==> src/rtl/weight_update.sv <==
// SGD step for the eight output-layer weights, one weight per cycle after a start strobe.
// Optional delta clamp to [-GRAD_MAX, GRAD_MAX] is compiled in with `define WUPD_CLIP_EN.
module weight_update #(
  parameter int W_WIDTH  = 8,
  parameter int X_WIDTH  = 10,
  parameter int E_WIDTH  = 12,
  parameter int LR_SHIFT = 4,
  parameter int GRAD_MAX = 8
) (
  input  logic                        clk_i,
  input  logic                        rst_i,
  input  logic                        en_i,
  input  logic                        start_i,
  input  logic signed [E_WIDTH-1:0]   err_i,
  input  logic [8*X_WIDTH-1:0]        x_flat_i,
  input  logic                        wr_en_i,
  input  logic [2:0]                  wr_addr_i,
  input  logic signed [W_WIDTH-1:0]   wr_data_i,
  output logic [8*W_WIDTH-1:0]        w_flat_o,
  output logic                        busy_o,
  output logic                        done_o,
  output logic                        sat_o
);

  // Handshake: start_i is sampled only in IDLE with en_i high; done_o is a
  // one-cycle pulse (held while en_i is low) the cycle after DONE is left.
  localparam int P = E_WIDTH + X_WIDTH + 1;

`ifdef WUPD_CLIP_EN
  localparam bit CLIP = 1'b1;
`else
  localparam bit CLIP = 1'b0;
`endif

  localparam logic signed [P-1:0] G_MAX = P'(GRAD_MAX);
  localparam logic signed [P-1:0] G_MIN = -G_MAX;
  localparam logic signed [P:0]   W_MAX = (P+1)'((2**(W_WIDTH-1)) - 1);
  localparam logic signed [P:0]   W_MIN = ~W_MAX;

  typedef enum logic [1:0] {IDLE, UPDATE, DONE} state_t;

  state_t                      state, state_next;
  logic [2:0]                  index;
  logic signed [W_WIDTH-1:0]   w [8];
  logic signed [E_WIDTH-1:0]   err_q;
  logic [8*X_WIDTH-1:0]        x_q;
  logic                        done_q;
  logic                        sat_q;

  logic [X_WIDTH-1:0]          x_sel;
  logic signed [W_WIDTH-1:0]   w_cur;
  logic signed [P-1:0]         err_ext, x_ext, prod, delta_raw, delta;
  logic signed [P:0]           w_ext, d_ext, new_full;
  logic                        sat_now;
  logic signed [W_WIDTH-1:0]   w_new;

  // State register
  always_ff @(posedge clk_i or posedge rst_i) begin
    if (rst_i)     state <= IDLE;
    else if (en_i) state <= state_next;
  end

  // Next-state logic
  always_comb begin
    state_next = state;
    case (state)
      IDLE:    if (start_i) state_next = UPDATE;
      UPDATE:  if (index == 3'd7) state_next = DONE;
      DONE:    state_next = IDLE;
      default: state_next = IDLE;
    endcase
  end

  // Outputs
  always_comb begin
    busy_o = (state == UPDATE);
    done_o = done_q;
    sat_o  = sat_q;
    for (int k = 0; k < 8; k++) w_flat_o[k*W_WIDTH +: W_WIDTH] = w[k];
  end

  // Datapath: exact product, floor shift, optional delta clamp, final saturation
  always_comb begin
    x_sel     = x_q[index*X_WIDTH +: X_WIDTH];
    w_cur     = w[index];
    err_ext   = {{(X_WIDTH+1){err_q[E_WIDTH-1]}}, err_q};
    x_ext     = {{E_WIDTH{1'b0}}, 1'b0, x_sel};
    prod      = err_ext * x_ext;
    delta_raw = prod >>> LR_SHIFT;
    delta     = delta_raw;
    if (CLIP && delta_raw > G_MAX) delta = G_MAX;
    if (CLIP && delta_raw < G_MIN) delta = G_MIN;
    w_ext     = {{(P+1-W_WIDTH){w_cur[W_WIDTH-1]}}, w_cur};
    d_ext     = {delta[P-1], delta};
    new_full  = w_ext - d_ext;
    sat_now   = 1'b0;
    w_new     = new_full[W_WIDTH-1:0];
    if (new_full > W_MAX) begin
      sat_now = 1'b1;
      w_new   = W_MAX[W_WIDTH-1:0];
    end else if (new_full < W_MIN) begin
      sat_now = 1'b1;
      w_new   = W_MIN[W_WIDTH-1:0];
    end
  end

  always_ff @(posedge clk_i or posedge rst_i) begin
    if (rst_i) begin
      index  <= '0;
      err_q  <= '0;
      x_q    <= '0;
      done_q <= 1'b0;
      sat_q  <= 1'b0;
      for (int k = 0; k < 8; k++) w[k] <= W_WIDTH'(k + 1);
    end else if (en_i) begin
      done_q <= (state == DONE);
      case (state)
        IDLE: begin
          // A write in the same cycle as start lands first, so the pass sees it
          if (wr_en_i) w[wr_addr_i] <= wr_data_i;
          if (start_i) begin
            err_q <= err_i;
            x_q   <= x_flat_i;
            index <= '0;
            sat_q <= 1'b0;
          end
        end
        UPDATE: begin
          w[index] <= w_new;
          if (sat_now) sat_q <= 1'b1;
          index <= index + 3'd1;
        end
        default: ;
      endcase
    end
  end

endmodule

==> config.mk <==
export PLATFORM = sky130hd
export DESIGN_NAME = weight_update
export DESIGN_NICKNAME = d
export VERILOG_FILES = /design/src/rtl/weight_update.sv
export SDC_FILE = /design/constraint.sdc
export NUM_CORES = 1
export LEC_CHECK = 0
export ABC_AREA = 0
export CAP_MARGIN = 40
export CORE_MARGIN = 5
export CORE_UTILIZATION = 35
export DETAILED_ROUTE_END_ITERATION = 10
export SETUP_SLACK_MARGIN = 0.5
export SLEW_MARGIN = 20
export SYNTH_ARGS = -nofsm -noshare
export SYNTH_HDL_FRONTEND = slang
export SYNTH_SLANG_ARGS = --single-unit
==> constraint.sdc <==
create_clock -name clk_i -period 11 [get_ports clk_i]
set_input_delay 2.2 -clock clk_i [delete_from_list [all_inputs] [get_ports clk_i]]
set_output_delay 2.2 -clock clk_i [all_outputs]
set_load 0.005 [all_outputs]
==> results.cfg <==
[cells_and_area]
non_filler_instance_count_after_layout = 1969
fillers = 3789
multi_input_area_um2 = 8800
drive_above_1_share = 0.151
area_delta_synth_final_pct = 21.0
nNetsFinal = 1731
num_antenna_cells = 0
finalCoreUtilization = 0.429
final-seq-area_um2 = 4100

[hold_path]
hp-start = x_q[77]
worstHoldPathCells = 1
hold_class = reg -> reg
worstHoldEndpoint = x_q[77]

[drt]
dr_total_vias = 10600
routed_wl_mm = 38.0
drt-vias-per-instance = 5.41
routedWlPerCell_um = 19.3
post-route-drc-count = 0
ant_nets = 0
detailedRoute.firstIterationViolations = 547
iteration_count_of_the_initial_detailed_routing_pass = 5

[clock_tree]
cts_setup_buffers = 0
cts_buffer_depth = 2
hold_buffers = 0
clock_tree.root_cell = clkbuf_16
h-tree-depth = 4
clock_pin_slew_on_the_worst_setup_and_hold_paths_ns = 0.07
total_clock_buffers_created_by_cts = 17
clkSinkCount = 163
clk_latency_ns = 0.44
clock_tree_from_tritoncts = built

[timing]
finalSetupTns_ns = 0
max-slew-margin-rel = 0.395
setup-violations-final = 0
period_minus_slack_ns = 9.72
slew_viol_final = 0
maxClockFrequency_mhz = 103
timing.final.crit_share = 0.884
tightest_slew_ns = 0.908
clock_skew_ns = 0.0195
hold_violations = 0
rsz0062_at_grt = no

[setup_path]
worst-r2r-setup-slack_ns = 1.28
worstPathRequired_ns = 11.31
worst_r2r_startpoint = index[0]
crit_path_top_cell_by_count = fa_1
crit_path_top_delay_cell = dfrtp_4
sort_of_element_at_the_start_of_the_critical_path = register
critical_path_peak_fanout = 21
cpPeakStageDelay_ns = 0.70
reg2reg_to = w_flat_o[56]
timing.critical_path.to_type = register
critical_setup_path_class = reg -> reg
worst_r2r_path_depth = 30
timing.critical_path.arrival_ns = 10.03

[placed_design]
gp_congestion = 0.855
placed_cells_incl_taps = 1935
hpwlAfterDp_mm = 29.4
portBuffers = 174

[run_status]
outcome = finished, final reports clean

[grt]
number_of_antenna_violations_at_the_first_check_in_global_routing = 0
grt_max_degree = 59
gr-total-overflow = 0
global_route_wire_length_before_repair_mm = 61.8
vias_in_the_first_global_route = 11300
groute.usage.overall = 0.175

[synth]
number_of_enable_flip_flop_cells_after_synthesis = 0
ys_seq_elements = 163
async_reset_ff_frac = 1.00
synth_area_um2 = 13700
synth_area_per_cell_um2 = 10.6
post_synth_simple_gate_area = 0.123
main_combinational_cell_family_by_area_after_synthesis = adder cells
yosys.area_share.xor_xnor = 0.0198
yosys-mux-area-fraction = 0.156
post_synth_inst_count = 1292
synth_compound_gate_area_share = 0.111
dominantRegCellSynth = dfrtp_1
post_synth_fa_ha_maj_area_fraction = 0.231
synth_nets = 1585
synth-seq-area-share = 0.298
synth.lib_cells_used.distinct = 57
yosysWarningCount = 0

[floorplan]
floorplan.core_area_um2 = 38700
row_count = 72
die-width_um = 208
floorplan.initialDensity = 0.354
io-pin-count = 175
dieArea_um2 = 43300
die-height_um = 208

[job]
timing.max_cap.violations = 0
==> worst max-delay path, delay by kind of cell (launching register included) <==
| family | cells | cell delay, ns |
|---|---|---|
| AO/OA/AOI/OAI | 11 | 3.03 |
| XOR/XNOR | 1 | 0.09 |
| adder cells (fa/ha/maj) | 7 | 2.91 |
| buffers and inverters | 2 | 0.10 |
| flip-flops | 1 | 0.70 |
| multiplexers | 3 | 1.16 |
| AND/OR/NAND/NOR | 6 | 1.57 |
==> sequential cells by signal (all words and copies together) (netlist names) <==
name	cells
sat_o	1
w_flat_o	64
index	3
x_q	80
done_o	1
err_q	12
state	2
==> placed cells by master (no fill, tap or decap), drive strengths merged, types with 10 or more instances in the layout <==
master and count:
clkdlybuf4s50 174, inv 164, dfrtp 150, fa 114, mux2 111, nand2 110
ha 71, nor3 61, a221o 56, nor2b 43, a21oi 37, mux4 36
nor2 27, o21ai 23, xnor2 21, clkbuf 20, a21o 18, nand2b 17
buf 17, o22ai 16, and2 16, nand3 13, dfstp 13, and3 11
xor2 10
==> through the flow <==
step           instance area (um2)  worst slack [ns]  hold WS (ns)
2_1_floorplan                13700              2.02         0.475
3_3_place_gp                 16000              1.34         0.485
3_5_place_dp                 16000              1.13         0.492
4_1_cts                      16600              1.14         0.508
5_1_grt                      16600             0.627         0.513
6_report                     16600              1.28         0.505
==> worst max-delay path by stage <==
stage / from / endpoint / slack [ns]
floorplan: index[0] / w_flat_o[61] / 2.02
global placement: index[0] / w_flat_o[62] / 1.34
detailed placement: index[0] / w_flat_o[62] / 1.13
CTS: index[0] / w_flat_o[62] / 1.14
global route: index[0] / w_flat_o[62] / 0.63
finish: index[0] / w_flat_o[56] / 1.28
==> cells in the mapped netlist, drive strengths merged, types with 16 or more instances <==
cell type / number / area, um2
clkbuf: 54 / 203
ha: 71 / 888
inv: 158 / 593
nand2: 110 / 413
mux2: 111 / 1250
mux4: 36 / 811
nor2b: 43 / 269
o21ai: 23 / 115
nor2: 27 / 101
and2: 16 / 100
xnor2: 21 / 184
fa: 114 / 2280
o22ai: 16 / 100
a21oi: 37 / 185
nor3: 61 / 305
a221o: 56 / 561
nand2b: 17 / 106
dfrtp: 150 / 3750
a21o: 18 / 135
==> routing by layer <==
metal | track usage | vias up | wire [um]
met1 | 0.241 | 5363 | 16700
met5 | 0 | - | 0
met2 | 0.277 | 373 | 17900
li1 | - | 4828 | -
met3 | 0.0300 | 82 | 2210
met4 | 0.0661 | 0 | 1210
==> cell type report <==
cell class / instances / share of cell area
multi-input cells: 906 / 0.530
flip-flops and latches: 163 / 0.247
repair buffers: 192 / 0.112
well taps: 518 / 0.0390
inverters: 158 / 0.0360
clock buffers: 19 / 0.0273
clock inverters: 13 / 0.00889
==> cell families after synthesis <==
| kind of cell | Yosys count |
|---|---|
| simple gates | 332 |
| compound gates | 203 |
| mux | 155 |
| buf+inv | 223 |
| fa+ha+maj | 185 |
| flops | 163 |
| xor+xnor | 31 |
==> timing repair <==
action | in CTS | in global routing
setup endpoints to repair | 0 | 27
endpoints found under the hold margin | 0 | 0
gates resized for setup | 0 | 1
Power is left out: the tool's default activity adds up to more than one toggle a clock period on the data nets, which glitch-free logic cannot reach.
